$ cat config.mk
export PLATFORM = sky130hd
export DESIGN_NAME = core_hazard_flat
export DESIGN_NICKNAME = d
export VERILOG_FILES = /design/src/rtl/core_hazard_if.sv /design/src/rtl/core_hazard.sv /design/src/flat_wrapper.sv
export SDC_FILE = /design/constraint.sdc
export NUM_CORES = 1
export LEC_CHECK = 0
export BUFFER_PORTS_ARGS = -buffer_cell sky130_fd_sc_hd__buf_2
export CAP_MARGIN = 0
export CELL_PAD_IN_SITES_DETAIL_PLACEMENT = 2
export CELL_PAD_IN_SITES_GLOBAL_PLACEMENT = 2
export CORE_MARGIN = 4
export CORE_UTILIZATION = 31
export DETAILED_ROUTE_END_ITERATION = 16
export PLACE_DENSITY = 0.78
export SYNTH_ARGS = -nofsm -noshare
export SYNTH_HDL_FRONTEND = slang
export SYNTH_SLANG_ARGS = --single-unit
$ cat constraint.sdc
create_clock -name clk -period 3 [get_ports clk]
set_input_delay 0.45 -clock clk [delete_from_list [all_inputs] [get_ports clk]]
set_output_delay 0.45 -clock clk [all_outputs]
set_load 0.01 [all_outputs]
$ cat src/rtl/core_hazard_if.sv
// Decode-to-hazard-unit bundle: issue request fields, writeback retire, branch resolve,
// and the stall/flush/scoreboard view returned to decode.
interface core_hazard_if;
  logic       issue_valid;
  logic       uses_ra;
  logic       uses_rb;
  logic [2:0] ra;
  logic [2:0] rb;
  logic       writeback;
  logic [2:0] rd;
  logic       mul;
  logic       wb_valid;
  logic [2:0] wb_rd;
  logic       branch_taken;
  logic       stall;
  logic       flush;
  logic [7:0] pending;
  logic       mul_busy;

  modport master (
    output issue_valid, uses_ra, uses_rb, ra, rb, writeback, rd, mul,
           wb_valid, wb_rd, branch_taken,
    input  stall, flush, pending, mul_busy
  );

  modport slave (
    input  issue_valid, uses_ra, uses_rb, ra, rb, writeback, rd, mul,
           wb_valid, wb_rd, branch_taken,
    output stall, flush, pending, mul_busy
  );
endinterface

$ cat src/rtl/core_hazard.sv
// Decode hazard unit: RAW/WAW scoreboard, multiplier occupancy, branch flush sequencer.
// stall is combinational in the issue cycle; flush/pending/mul_busy update one edge later.
module core_hazard #(
  parameter int MUL_CYCLES   = 3,
  parameter int FLUSH_CYCLES = 2
) (
  input logic         clk,
  input logic         rst_n,
  core_hazard_if.slave hz
);

  localparam logic [2:0] MUL_LOAD   = 3'(MUL_CYCLES);
  localparam logic [1:0] FLUSH_LOAD = 2'(FLUSH_CYCLES - 1);

  typedef enum logic {IDLE, FLUSH} state_t;

  state_t     state_q, state_d;
  logic [1:0] fcnt_q, fcnt_d;
  logic [2:0] mcnt_q;
  logic [7:0] pend_q, pend_d;
  logic [7:0] set_vec, clr_vec;
  logic       raw, waw, structural;
  logic       accept;
  logic       flush_w, stall_w, busy_w;

  assign busy_w     = (mcnt_q != 3'd0);
  // pend_q[0] is held at 0, so index 0 can never raise a hazard.
  assign raw        = (hz.uses_ra & pend_q[hz.ra]) | (hz.uses_rb & pend_q[hz.rb]);
  assign waw        = hz.writeback & pend_q[hz.rd];
  assign structural = hz.mul & busy_w;
  assign stall_w    = rst_n & hz.issue_valid & ~flush_w & (raw | waw | structural);
  assign accept     = hz.issue_valid & ~stall_w & ~flush_w;

  // Flush sequencer: state register.
  always_ff @(posedge clk or negedge rst_n) begin
    if (!rst_n) begin
      state_q <= IDLE;
      fcnt_q  <= 2'd0;
    end else begin
      state_q <= state_d;
      fcnt_q  <= fcnt_d;
    end
  end

  // Flush sequencer: next state. A branch seen while flushing restarts the count.
  always_comb begin
    state_d = state_q;
    fcnt_d  = fcnt_q;
    case (state_q)
      IDLE: begin
        if (hz.branch_taken) begin
          state_d = FLUSH;
          fcnt_d  = FLUSH_LOAD;
        end
      end
      FLUSH: begin
        if (hz.branch_taken) begin
          fcnt_d = FLUSH_LOAD;
        end else if (fcnt_q == 2'd0) begin
          state_d = IDLE;
        end else begin
          fcnt_d = fcnt_q - 2'd1;
        end
      end
      default: begin
        state_d = IDLE;
        fcnt_d  = 2'd0;
      end
    endcase
  end

  // Flush sequencer: outputs.
  always_comb begin
    flush_w = (state_q == FLUSH);
  end

  // Set wins over a same-cycle clear of the same register.
  always_comb begin
    set_vec = 8'h00;
    clr_vec = 8'h00;
    if (accept && hz.writeback) begin
      set_vec = 8'b1 << hz.rd;
    end
    if (hz.wb_valid) begin
      clr_vec = 8'b1 << hz.wb_rd;
    end
    pend_d = ((pend_q & ~clr_vec) | set_vec) & 8'hFE;
  end

  always_ff @(posedge clk or negedge rst_n) begin
    if (!rst_n) begin
      pend_q <= 8'h00;
    end else begin
      pend_q <= pend_d;
    end
  end

  always_ff @(posedge clk or negedge rst_n) begin
    if (!rst_n) begin
      mcnt_q <= 3'd0;
    end else if (accept && hz.mul) begin
      mcnt_q <= MUL_LOAD;
    end else if (mcnt_q != 3'd0) begin
      mcnt_q <= mcnt_q - 3'd1;
    end
  end

  assign hz.stall    = stall_w;
  assign hz.flush    = flush_w;
  assign hz.pending  = pend_q;
  assign hz.mul_busy = busy_w;

endmodule
$ cat src/flat_wrapper.sv
// flat-port wrapper written by rule: the top's interface ports become plain ports
module core_hazard_flat 
#(
  parameter int MUL_CYCLES   = 3,
  parameter int FLUSH_CYCLES = 2
)
  (clk, rst_n, hz_issue_valid, hz_uses_ra, hz_uses_rb, hz_ra, hz_rb, hz_writeback, hz_rd, hz_mul, hz_wb_valid, hz_wb_rd, hz_branch_taken, hz_stall, hz_flush, hz_pending, hz_mul_busy);
  core_hazard_if hz_i ();
  input logic clk;
  input logic rst_n;
  input wire logic [$bits(hz_i.issue_valid)-1:0] hz_issue_valid;
  input wire logic [$bits(hz_i.uses_ra)-1:0] hz_uses_ra;
  input wire logic [$bits(hz_i.uses_rb)-1:0] hz_uses_rb;
  input wire logic [$bits(hz_i.ra)-1:0] hz_ra;
  input wire logic [$bits(hz_i.rb)-1:0] hz_rb;
  input wire logic [$bits(hz_i.writeback)-1:0] hz_writeback;
  input wire logic [$bits(hz_i.rd)-1:0] hz_rd;
  input wire logic [$bits(hz_i.mul)-1:0] hz_mul;
  input wire logic [$bits(hz_i.wb_valid)-1:0] hz_wb_valid;
  input wire logic [$bits(hz_i.wb_rd)-1:0] hz_wb_rd;
  input wire logic [$bits(hz_i.branch_taken)-1:0] hz_branch_taken;
  output wire logic [$bits(hz_i.stall)-1:0] hz_stall;
  output wire logic [$bits(hz_i.flush)-1:0] hz_flush;
  output wire logic [$bits(hz_i.pending)-1:0] hz_pending;
  output wire logic [$bits(hz_i.mul_busy)-1:0] hz_mul_busy;
  assign hz_i.issue_valid = hz_issue_valid;
  assign hz_i.uses_ra = hz_uses_ra;
  assign hz_i.uses_rb = hz_uses_rb;
  assign hz_i.ra = hz_ra;
  assign hz_i.rb = hz_rb;
  assign hz_i.writeback = hz_writeback;
  assign hz_i.rd = hz_rd;
  assign hz_i.mul = hz_mul;
  assign hz_i.wb_valid = hz_wb_valid;
  assign hz_i.wb_rd = hz_wb_rd;
  assign hz_i.branch_taken = hz_branch_taken;
  assign hz_stall = hz_i.stall;
  assign hz_flush = hz_i.flush;
  assign hz_pending = hz_i.pending;
  assign hz_mul_busy = hz_i.mul_busy;
  core_hazard #(.MUL_CYCLES(MUL_CYCLES), .FLUSH_CYCLES(FLUSH_CYCLES)) u_core (.clk(clk), .rst_n(rst_n), .hz(hz_i));
endmodule
# Yosys cells after proc, flatten, opt, wreduce, memory -nomap -nowiden
# Index checks and enable logic that the tools add are counted.
totals:
  reg_bits: 13
classes:
  reduce_logical: 6
  n_addsub: 2
  shift: 2
  n_eq_ne: 2
  mux: 18
  magnitude_cmp: 3
  bitwise_logic: 17
ops:
  columns: ["op", "n"]
  rows:
  - ["$mux 8", 2]
  - ["$shl 1x3->8 const A", 2]
  - ["$lt 3x4->1 const B", 3]
  - ["$and 1x1->1", 9]
  - ["$bmux 1 s3", 3]
  - ["$and 8x8->8", 1]
  - ["$not 8->8", 1]
  - ["$or 8x8->8", 1]
  - ["$mux 1", 6]
  - ["$mux 2", 3]
  - ["$mux 3", 2]
  - ["$pmux 2 s2", 1]
  - ["$ne 3x3->1 const B", 1]
  - ["$or 1x1->1", 3]
  - ["$reduce_bool 3->1", 1]
  - ["$sub 3x1->3 const B", 1]
  - ["$logic_and 1x1->1", 2]
  - ["$logic_not 2->1", 1]
  - ["$ne 2x2->1 const B", 1]
  - ["$not 1->1", 2]
  - ["$pmux 1 s2", 1]
  - ["$reduce_and 2->1", 1]
  - ["$reduce_bool 2->1", 1]
  - ["$sub 2x1->2 const B", 1]

# Depth between registers and ports, before layout
logic_depth:
  ltp_word: 13
  ltp_mapped: 7

# Least setup slack after synthesis
# OpenSTA, ideal clock, no wires.
synth_path:
  path_kind: "in2out"
  from: "input port rst_n"
  to: "output port hz_stall"
  required_ps: 2550
  path_buffers: 2
  t_arrival_ps: 1593
  cell_stages: 5
  path_slack_ps: 957
  cell_sequence: "clkdlybuf4s15_1 -> nand2_1 -> o41a_1 -> buf_6 -> a31oi_1"
synth_between:
  elab_chain_len: 3
synth_lines:
  columns: ["element", "line_no", "source"]
  rows:
  - ["start, declared", "flat_wrapper.sv:10", "input logic rst_n;"]
  - ["$and 1x1->1 (3 in a row)", "core_hazard.sv:31", "assign stall_w = rst_n & hz.issue_valid & ~flush_w & (raw | waw | structural);"]
  - ["end, declared", "flat_wrapper.sv:22", "output wire logic [$bits(hz_i.stall)-1:0] hz_stall;"]
# No other way between the ends.

# Final worst setup path
layout_path:
  from: "register u_core.pend_q[1], in the netlist u_core.hz.pending[1]"
  to: "output port hz_stall"
layout_between:
  elab_chain_len: 7
  word_cells_on_any_way: 13
layout_lines:
  columns: ["element", "line_no", "source"]
  rows:
  - ["start, declared", "core_hazard.sv:20", "logic [7:0] pend_q, pend_d;"]
  - ["start signal, assigned", "core_hazard.sv:94", "pend_q <= pend_d;"]
  - ["$bmux 1 s3", "core_hazard.sv:28", "assign raw = (hz.uses_ra & pend_q[hz.ra]) | (hz.uses_rb & pend_q[hz.rb]);"]
  - ["$mux 1 (not written as such)", "core_hazard.sv:28", null]
  - ["$and 1x1->1", "core_hazard.sv:28", null]
  - ["$or 1x1->1", "core_hazard.sv:28", null]
  - ["$or 1x1->1 (*) (2 in a row)", "core_hazard.sv:31", null]
  - ["$and 1x1->1 (*)", "core_hazard.sv:31", null]
# Mark *: on every way between the ends. The rest lies on a longest branch, timed or not. The select of a mux whose other input is x is not followed.

==> results.md <==
* Run status: complete, no violations
* IO buf count at 30
* Kind of cell with the highest combined delay on the critical path: compound AO/OA/AOI/OAI gates
* Residual overflow from global routing at 0
* Startpoint type of the worst setup path: register
* Utilization after layout at 39.3%
* Wire length of the first global-routing pass at 5140 um
* Levels on crit path at 6
* Worst reg2reg startpoint: u_core.mcnt_q[0]
* Average instance area after synthesis at 9.68 um2
* Pre-Repair DR Iteration Count at 6
* Final worst-path cycle share at 81.7%
* Pwr dens at 579 nW/um2
* Library cell used as clock root buffer: sky130_fd_sc_hd__clkbuf_4
* Mean number of vias per cell at 5.42
* Placed cell areas at 1160 um2
* Min cycle time layout at 2.45 ns
* Via count at 960
* Post-CTS Resized at 0
* Category of the worst setup path capture point: output pin
* Count of antenna-violating nets left after detailed routing at 0
* Register-to-register setup slack at 1.16 ns
* Deepest level of the CTS H-tree at 1
* Path category of the worst min-delay check: primary input to async pin
* Routed wire length per instance at 17.1 um
* Maximum number of pins on one net before global-route repair at 13
* Number of distinct standard cells referenced by the synthesized netlist at 42
* HPWL reported at the end of detailed placement at 2460 um
* Synthesized instance count at 101
* Data arrival time of the critical path at 2.00 ns
* Number of rows in the core area at 20
* Peak clock frequency supported by timing at 408 MHz
* Share of power burned in registers at 38.4%
* Net Sw Power at 264 uW
* Last weighted congestion value of the routability-driven placer at 0.773
* Synth warn at 0
* Syn nets at 125
* Cell Chain, Critical Path: mux2i_1 -> a21oi_1 -> nor2_1 -> o41a_1 -> a31oi_1 -> buf_2
* Number of antenna diodes at 0
* Max Fanout on Critical Path at 11
* R2r worst-path depth at 6
* Leading register cell type out of synthesis: sky130_fd_sc_hd__dfrtp_1
* Num CTS Buffers at 3
* Die outline height at 64.1 um
* Number of synthesized flops with an enable pin at 0
* Initial core utilization at 32.3%
* Static leakage at 0.605 nW
* Combinational group share of total power at 45.7%
* Initial antenna violation count at 0
* Core Footprint at 3030 um2
* Die Span X at 64.1 um
* Clock tree from TritonCTS: done
* Area of the mapped netlist at 977 um2
* CP max stage delay at 0.57 ns
* Clk Latency, worst-skew pair at 0.28 ns
* Total clock sinks at 13
* Asr flop ratio synth at 100%
* Worst supply voltage drop on vdd at 0.000325 V
* Area growth from synthesis to final layout at 21.9%
* Register bit total from synthesis at 13
* Number of global-route vias before repair at 1046
* Setup-violating endpoint count in the final report at 0
* Cell with the biggest individual delay on the critical path: sky130_fd_sc_hd__o41a_1
* Initial DRC Count at 31
* Die area at 4110 um2
* Final non-filler cell area at 1190 um2
* Setup repair bufs after CTS at 0
* Total Wirelength at 3030 um
* Final Hold Vio Count at 0
* Clock slew at reported path FFs at 0.09 ns
* Layout fillers at 359
* GRT Util Overall at 15.9%
* Switching Fraction at 38.3%
* Layout net count at 158
* Ports at 32
* Category of the critical setup timing path: register to output pin
* Detailed-route DRC error count at 0
* Sum of negative setup slack at 0 ns
* Buffers from clock root to sink, at most at 2
* Worst-case clock skew at 0.0108 ns
* Final max-slew violation count at 0
* Setup repair after global routing missed its margin: false
* Fraction of the yosys area taken by sequential cells at 33.3%
* Critical register-to-register path endpoint: u_core.hz.pending[6]
* CP required at 2.55 ns
* Clock share of power at 15.9%
* Reported max-cap violation count at 0
* Internal Dissipation at 425 uW
* Total buffers and inverters traversed by the critical path at 1
* Hold bufs inserted after CTS at 0
* Share of post-route cells with drive strength above 1 at 33.1%
synthesized netlist by cell type, drive strengths merged (2+ instances only):
library cell	n	area (um2)
nor2	4	15.0
and3	4	25.0
a41o	5	53.8
inv	10	37.5
and4	2	17.5
ha	3	37.5
or3	3	18.8
xnor2	2	17.5
mux2	2	22.5
nand2	4	15.0
a32o	2	20.0
a31oi	3	25.0
nand2b	3	18.8
nor3	2	10.0
nor2b	2	12.5
dfrtp	13	325
mux2i	5	50.1
a21oi	7	35.0
o31a	3	26.3
a22o	2	17.5
buf	2	18.8
sequential cells by signal, summed over array words and instances, names as in the netlist:
signal             count
u_core.fcnt_q          2
u_core.hz.pending      7
u_core.hz.flush        1
u_core.mcnt_q          3
layout make-up:
cell class | count | area, um2 | area share (%)
repair buffers | 32 | 165 | 13.9
well taps | 44 | 55.1 | 4.62
clock buffers | 4 | 26.3 | 2.21
flip-flops and latches | 13 | 325 | 27.3
multi-input cells | 74 | 582 | 48.8
inverters | 10 | 37.5 | 3.15
metrics by stage:
step	hold slack, ns	setup slack, ns	instances	total power, mW
after floorplan	0.154	0.957	101	0.478
after global placement	0.312	0.754	173	0.562
after detailed placement	0.316	0.698	173	0.587
after CTS	0.0104	0.544	177	0.700
after global routing	0.00762	0.376	177	0.750
final	0.00658	0.550	177	0.690
placed cells by master, fill, tap and decap left out, types with 2 or more instances in the layout:
cell type	count
sky130_fd_sc_hd__and4_1	2
sky130_fd_sc_hd__ha_1	3
sky130_fd_sc_hd__o31a_1	3
sky130_fd_sc_hd__a32o_1	2
sky130_fd_sc_hd__a41o_2	3
sky130_fd_sc_hd__mux2_2	2
sky130_fd_sc_hd__or3_1	3
sky130_fd_sc_hd__a31oi_1	2
sky130_fd_sc_hd__a22o_1	2
sky130_fd_sc_hd__a41o_1	2
sky130_fd_sc_hd__inv_1	10
sky130_fd_sc_hd__nand2b_1	3
sky130_fd_sc_hd__clkbuf_4	3
sky130_fd_sc_hd__xnor2_1	2
sky130_fd_sc_hd__nor2b_1	2
sky130_fd_sc_hd__dfrtp_1	13
sky130_fd_sc_hd__nor3_1	2
sky130_fd_sc_hd__nor2_1	4
sky130_fd_sc_hd__nand2_1	4
sky130_fd_sc_hd__and3_1	4
sky130_fd_sc_hd__mux2i_1	5
sky130_fd_sc_hd__a21oi_1	7
sky130_fd_sc_hd__buf_2	30
sky130_fd_sc_hd__buf_4	2
cell families (layout without fill, tap and decap cells):
logic type                 count (synthesis)  count (layout)  synth area share (%)
xor gates and xnor gates                   2               2                  1.79
muxes                                      8               8                  9.73
DFF                                       13              13                  33.3
other                                      1               1                 0.384
AOI/OAI and AO/OA                         29              29                  25.4
buffers and inverters                     14              46                  7.17
adders and majority gates                  3               3                  3.84
and+or+nand+nor                           31              31                  18.4
how the worst max path moves through the flow:
stage / startpoint / to / slack (ns)
6_report: u_core.hz.pending[1] / hz_stall / 0.55
5_1_grt: u_core.hz.pending[1] / hz_stall / 0.38
4_1_cts: u_core.hz.pending[1] / hz_stall / 0.54
3_5_place_dp: hz_rb[1] / hz_stall / 0.70
3_3_place_gp: hz_rb[1] / hz_stall / 0.75
2_1_floorplan: rst_n / hz_stall / 0.96
per-layer routing:
layer / part of all wire [%] / global-route usage [%]
met1: 45 / 20.3
met2: 50 / 27.7
met3: 4.8 / 2.99
met4: 0.46 / 3.17
met5: 0 / 0
power by group through the flow:
stage | combinational, mW | clock [mW] | sequential [mW]
2_1_floorplan | 0.215 | 0 | 0.263
3_3_place_gp | 0.296 | 0 | 0.266
3_5_place_dp | 0.318 | 0 | 0.269
4_1_cts | 0.321 | 0.114 | 0.265
5_1_grt | 0.355 | 0.123 | 0.273
6_report | 0.315 | 0.110 | 0.265
No activity file was read; power rests on OpenSTA's default activity.
